$ cat src/rtl/stream_mux_rr_pkg.sv
// Shared constants and helpers for the round-robin / manual stream multiplexer.
package stream_mux_rr_pkg;

  localparam logic MODE_MANUAL = 1'b0;
  localparam logic MODE_RR     = 1'b1;

  // Ceiling log2, used to size channel index fields at elaboration time.
  function automatic int unsigned clog2(input int unsigned v);
    int unsigned r;
    r = 0;
    for (int unsigned i = 0; i < 32; i++) begin
      if ((32'd1 << i) < v) r = i + 1;
    end
    return r;
  endfunction

endpackage

$ cat src/rtl/stream_mux_rr_pick.sv
// Rotate-priority picker: first asserted req at or after ptr, wrapping at N.
module rr_pick
  import stream_mux_rr_pkg::*;
#(
  parameter int unsigned N    = 4,
  parameter int unsigned SELW = clog2(N)
) (
  input  logic [N-1:0]    req,
  input  logic [SELW-1:0] ptr,
  output logic [SELW-1:0] gnt_idx,
  output logic            gnt_any
);

  int unsigned k;

  always_comb begin
    gnt_idx = '0;
    gnt_any = 1'b0;
    k       = 0;
    for (int unsigned i = 0; i < N; i++) begin
      k = (32'(ptr) + i) % N;
      if (!gnt_any && req[k]) begin
        gnt_idx = SELW'(k);
        gnt_any = 1'b1;
      end
    end
  end

endmodule

$ cat src/rtl/stream_mux_rr.sv
// N-channel registered stream multiplexer, manual select or round-robin arbitration.
module stream_mux_rr
  import stream_mux_rr_pkg::*;
#(
  parameter int unsigned WIDTH = 8,
  parameter int unsigned N     = 4,
  parameter int unsigned SELW  = clog2(N)
) (
  input  logic                 clk,
  input  logic                 rst_n,
  input  logic [N-1:0]         in_valid,
  input  logic [N*WIDTH-1:0]   in_data,
  output logic [N-1:0]         in_ready,
  input  logic                 mode,
  input  logic [SELW-1:0]      sel,
  output logic                 out_valid,
  output logic [WIDTH-1:0]     out_data,
  output logic [SELW-1:0]      out_ch,
  input  logic                 out_ready
);

  logic [SELW-1:0]  ptr;
  logic [SELW-1:0]  ptr_next;
  logic [SELW-1:0]  gnt_idx;
  logic             gnt_any;
  logic [SELW-1:0]  cand;
  logic             cand_any;
  logic             sel_ok;
  logic             load_en;
  logic             xfer;
  logic [WIDTH-1:0] cand_data;

  rr_pick #(.N(N), .SELW(SELW)) u_pick (
    .req     (in_valid),
    .ptr     (ptr),
    .gnt_idx (gnt_idx),
    .gnt_any (gnt_any)
  );

  // Out-of-range sel is only possible when N is not a power of two.
  if ((32'd1 << SELW) == N) begin : g_sel_full
    assign sel_ok = 1'b1;
  end else begin : g_sel_part
    assign sel_ok = (32'(sel) < N);
  end

  always_comb begin
    cand     = '0;
    cand_any = 1'b0;
    if (mode == MODE_RR) begin
      cand     = gnt_idx;
      cand_any = gnt_any;
    end else begin
      cand     = sel;
      cand_any = sel_ok;
    end
  end

  assign load_en  = !out_valid || out_ready;
  assign in_ready = (cand_any && load_en) ? (N'(1) << cand) : '0;
  assign xfer     = |(in_valid & in_ready);
  assign ptr_next = (32'(cand) == N - 1) ? '0 : SELW'(cand + SELW'(1));

  always_comb begin
    cand_data = '0;
    for (int unsigned k = 0; k < N; k++) begin
      if (32'(cand) == k) cand_data = in_data[k*WIDTH +: WIDTH];
    end
  end

  // Output register and round-robin pointer.
  always_ff @(posedge clk or negedge rst_n) begin
    if (!rst_n) begin
      out_valid <= 1'b0;
      out_data  <= '0;
      out_ch    <= '0;
      ptr       <= '0;
    end else if (xfer) begin
      out_valid <= 1'b1;
      out_data  <= cand_data;
      out_ch    <= cand;
      if (mode == MODE_RR) ptr <= ptr_next;
    end else if (out_ready) begin
      out_valid <= 1'b0;
    end
  end

endmodule

$ cat config.mk
export PLATFORM = sky130hd
export DESIGN_NAME = stream_mux_rr
export DESIGN_NICKNAME = d
export VERILOG_FILES = /design/src/rtl/stream_mux_rr_pkg.sv /design/src/rtl/stream_mux_rr_pick.sv /design/src/rtl/stream_mux_rr.sv
export SDC_FILE = /design/constraint.sdc
export NUM_CORES = 1
export LEC_CHECK = 0
export BUFFER_PORTS_ARGS = -buffer_cell sky130_fd_sc_hd__clkbuf_2
export CAP_MARGIN = 20
export CORE_MARGIN = 8
export CORE_UTILIZATION = 42
export DETAILED_ROUTE_END_ITERATION = 8
export PLACE_DENSITY = 0.89
export SYNTH_ARGS = -nofsm -noshare
export SYNTH_HDL_FRONTEND = slang
export SYNTH_SLANG_ARGS = --single-unit
$ cat constraint.sdc
create_clock -name clk -period 2.6 [get_ports clk]
set_input_delay 0.26 -clock clk [delete_from_list [all_inputs] [get_ports clk]]
set_output_delay 0.26 -clock clk [all_outputs]
set_load 0.03 [all_outputs]
Word-level counts from Yosys, hierarchy flattened
Cells that the tools add are included.
Cells by class
  equal/unequal tests: 3
  mux-type cells: 26
  shift-type cells: 1
  magnitude comparators: 4
  add/subtract/negate cells: 4
  bitwise logic cells: 1
  reduce and logical (&&, ||, !) cells: 13
Operators with widths (count)
  2-to-1 mux 8 bit: 4
  less-than comparator 2 x 3 -> 1 bit, second input constant: 4
  2-to-1 mux 2 bit: 6
  2-to-1 mux 1 bit: 11
  binary-select mux 1 bit (select 2 bit): 4
  adder 2 x 1 -> 2 bit, second input constant: 2
  adder 2 bit, second input constant: 2
  bitwise AND 4 bit: 1
  equality test 2 bit, second input constant: 2
  logical AND 1 bit: 4
  zero test 1 bit: 4
  2-to-1 mux 4 bit: 1
  OR reduction 4 bit: 1
  << shifter 1 x 2 -> 4 bit, first input constant: 1
  equality test 2 x 1 -> 1 bit, second input constant: 1
  zero test 2 bit: 1
  AND reduction 2 bit: 1
  nonzero test 2 bit: 1
  logical OR 1 bit: 1
Word-level totals
  logic and storage cells: 56
  output and inout bits: 15
  bits in registers: 13

Longest topological paths before layout
  word-level depth: 18
  depth in mapped cells: 11

Hierarchy
From an unflattened synthesis, not the netlist that was laid out.
Unflattened totals
  cell total of the unflattened synthesis: 96
  area, all modules: 897.1 um^2
Modules (own cells, without submodules)
  stream_mux_rr: times used 1, seq. area each 325.3 um^2, area each 819.5 um^2, cells each 81
  rr_pick: times used 1, seq. area each 0.0 um^2, area each 77.6 um^2, cells each 15

Worst setup path before layout
OpenSTA, ideal clock, no wires.
  path type: flip-flop to output port
  start: reg ptr[1]
  end: out in_ready[3]
  path slack: 404 ps
  data arrival time: 1936 ps
  buffers on the path: 2
  stages on the path, launching flop included: 9
  cells stage by stage: dfrtp_1 > nand2b_1 > nand3_1 > nand4_1 > o21ai_0 > ha_1 > buf_2 > buf_1 > and2_1
Between the ends
  cells in the longest elaborated chain, start to end: 15
  elaborated cells on any way between the ends: 30
Ends and longest elaborated chain
  start, declared: RTL line stream_mux_rr.sv:22  | logic [SELW-1:0] ptr;
  start signal, assigned: RTL line stream_mux_rr.sv:82  | if (mode == MODE_RR) ptr <= ptr_next;
  parallel branches: the longest is 11 deep, another holds adder 2 x 1 -> 2 bit
  2-to-1 mux 2 bit (*): RTL line stream_mux_rr_pick.sv:22  | if (!gnt_any && req[k]) begin
  2-to-1 mux 2 bit (*): RTL line stream_mux_rr.sv:50  | if (mode == MODE_RR) begin
  via cand[0]: RTL line stream_mux_rr.sv:26  | logic [SELW-1:0] cand;
  << shifter 1 x 2 -> 4 bit (*): RTL line stream_mux_rr.sv:60  | assign in_ready = (cand_any && load_en) ? (N'(1) << cand) : '0;
  2-to-1 mux 4 bit (*): RTL line stream_mux_rr.sv:60
  end, declared: RTL line stream_mux_rr.sv:13  | output logic [N-1:0] in_ready,
Mark *: on every way through the listed nets, which the timed path passes. The select of a mux whose other input is x is not followed.

Worst setup path in the final report
Same ends and word-level chain as after synthesis.

==> results by group <==
Routing
  • Initial DRC count: 145
  • Final WL: 3040 um
  • Via density: ~5.4
  • DR WL/cell: between 15 and 20 um
  • # DRC: 0
  • Drt pass-1 iters: 4
  • Via Count: 1069
  • Routed Antenna Nets: 0

Setup path
  • Max stage delay cell, worst path: dfrtp_1
  • Worst setup EP type: output pin
  • Crit path kind: reg -> out
  • Crit path arrival time: 2210 ps
  • CP Max Fanout: 17
  • Crit path required time: 2340 ps
  • CP cell instances: nand2b_1 -> nand3_1 -> nand4_1 -> o21ai_2 -> ha_1 -> buf_4 -> and2_1 -> clkbuf_2
  • CP max stage delay: about 430 ps
  • Reg2Reg Depth: 10
  • Type of origin of the critical path: register

Logic synthesis
  • Post-Syn Area per Cell: 8.42 sq um
  • Top FF cell, synth: dfrtp_1
  • Register bit total from synthesis: 13
  • Post-synth EDFFs: 0
  • Ys async rst share: 100%
  • Synthesized cell area: about 930 sq um
  • Yosys cell types: 27
  • Syn Inst Count: 111
  • Syn Nets: 157
  • Yosys warnings: 0
  • Sequential-to-total area share from yosys stat: 34.8%

Timing
  • # setup viols final: 0
  • Slew Limit Headroom: 58.0%
  • Final worst path period need: 2470 ps
  • Final Hold Viols: 0
  • Setup TNS: 0 ps
  • Slew @ Worst Pin: 624 ps
  • RSZ-0062 raised after global routing: no
  • Final Worst Setup Slack: 130 ps
  • Max-slew violations: 0
  • Setup Skew: around 2 ps
  • Highest clock rate: 0.405 GHz
  • Final Cycle Share: 95.0%

Global route
  • Total GRT Usage: 14.6%
  • Initial antenna violation count: 0
  • Vias in the first global route: approximately 1100
  • Grt total ovfl: 0
  • Largest net degree at the start of global routing: 22
  • First-pass GRT wire length: 4890 um

Clock tree
  • CTS Buf Count: 3
  • H-Tree Depth: 1
  • CTS Sinks: 13
  • Reg clk slew, reported paths: 70 ps
  • Skew-Pair Late Insertion Delay: 270 ps
  • CTS root buffer: clkbuf_4
  • Clk buf depth: 2
  • CTS tree: done

Run status
  • Status: complete, no violations

Placed design
  • DP Cell Count: ~190
  • RePlAce Congestion: 0.920
  • Pre-CTS setup slack: 314 ps
  • IO Port Bufs: 56
  • Final HPWL DP: 2480 um
  • Area post-placement: 1240 sq um

Finish
  • Most frequent cells in the layout: clkbuf_2 (56), nand2_1 (13), dfrtp_1 (13)
  • Fin cells: ~200
  • Synth-to-layout area growth: 37.1%
  • NumNets Final: roughly 220
  • Share of cells above drive strength 1: 40.8%
  • Final Cell Area: around 1300 sq um
  • Antenna diode count: 0
  • Commonest non-fill, non-tap cell in the layout: clkbuf_2

Floorplan
  • Starting density of the core: 43.5%
  • Row cnt: 17
  • DIE AREA: roughly 4000 sq um
  • Die height: ~63 um
  • I/O pin cnt: 57
  • Core box area: 2150 sq um
  • Chip width: 63.2 um

Pwr
  • Peak supply drop: 748 uV
  • Lkg Pwr: 0.672 nW
  • Power per cell area: 999 nW/um^2

Hold path
  • Hold depth: 3
  • Min-delay worst type: in -> reg

Job
  • MaxCap Viol Count: 0
-- synth_stat cells, types with 3 or more instances --
master / n / share of area, %
a211o_1: 8 / 7.5
a31oi_1: 10 / 6.7
dfrtp_1: 13 / 35
nand2b_1: 3 / 2.0
a221oi_1: 8 / 7.5
and2_1: 6 / 4.0
inv_1: 9 / 3.6
ha_1: 4 / 5.4
nand2_1: 13 / 5.2
buf_4: 3 / 2.4
buf_2: 4 / 2.1
nor2_1: 10 / 4.0
-- metrics by stage --
step                      utilization [%]  total power [mW]  hold WS [ps]
after floorplan                         -             0.922         -35.6
after global placement               57.8              1.13           165
after detailed placement             57.8              1.16           168
after CTS                            59.5              1.29           223
after global routing                 59.6              1.38           230
final                                59.6              1.28           233
-- path summary, 6_finish.rpt --
kind                             startpoint     endpoint  slack [ps]
worst min-delay path            in_data[25]  out_data[1]         230
worst max register to register       ptr[1]  out_data[3]         240
worst max-delay path                 ptr[1]  in_ready[3]         130
min in group asynchronous             rst_n  out_data[3]         420
max in group asynchronous             rst_n    out_valid        1940
worst min register to register  out_data[5]  out_data[5]         550
-- sequential cells by signal, summed over array words and instances (netlist names) --
name and flops:
out_ch 2, out_data 8, out_valid 1, ptr 2
-- where the power goes --
| part | leakage (nW) | internal, mW | switching [mW] |
|---|---|---|---|
| Sequential | 0.149 | 0.305 | 0.0674 |
| Clock | 0.0150 | 0.0593 | 0.0601 |
| Combinational | 0.508 | 0.293 | 0.494 |
-- cell families after synthesis --
kind of cell	after synthesis	synth area share, %
buffers and inverters	17	8.57
DFF	13	34.8
muxes	2	2.41
adders and majority gates	4	5.35
AOI/OAI and AO/OA	35	28.4
and+or+nand+nor	40	20.5
-- worst max-delay path: cells and delay by family, from the launching register on --
| kind | cells | cell delay (ps) |
|---|---|---|
| adder cells (fa/ha/maj) | 1 | 210 |
| buffers and inverters | 2 | 420 |
| flip-flops | 1 | 430 |
| AO/OA/AOI/OAI | 1 | 210 |
| AND/OR/NAND/NOR | 4 | 670 |
-- layout make-up --
type	count	area [sq um]
Tap cell	28	35.0
Timing Repair Buffer	62	328
Fill cell	205	867
Inverter	9	33.8
Clock buffer	4	26.3
Multi-Input combinational cell	81	533
Sequential cell	13	325
-- timing repair --
item	in CTS	in global routing
buffers inserted	0	0
endpoints found under the setup margin	0	2
endpoints found under the hold margin	13	0
hold buffers	1	0
gates resized for setup	0	2
-- per-layer routing --
metal,vias up,global-route usage [%],share of wire (%)
met3,2,6.89,11
met5,-,0,0
li1,520,-,-
met1,483,16.7,42
met2,64,25.2,47
met4,0,1.11,0.33
Power figures use the tool's default switching activity.
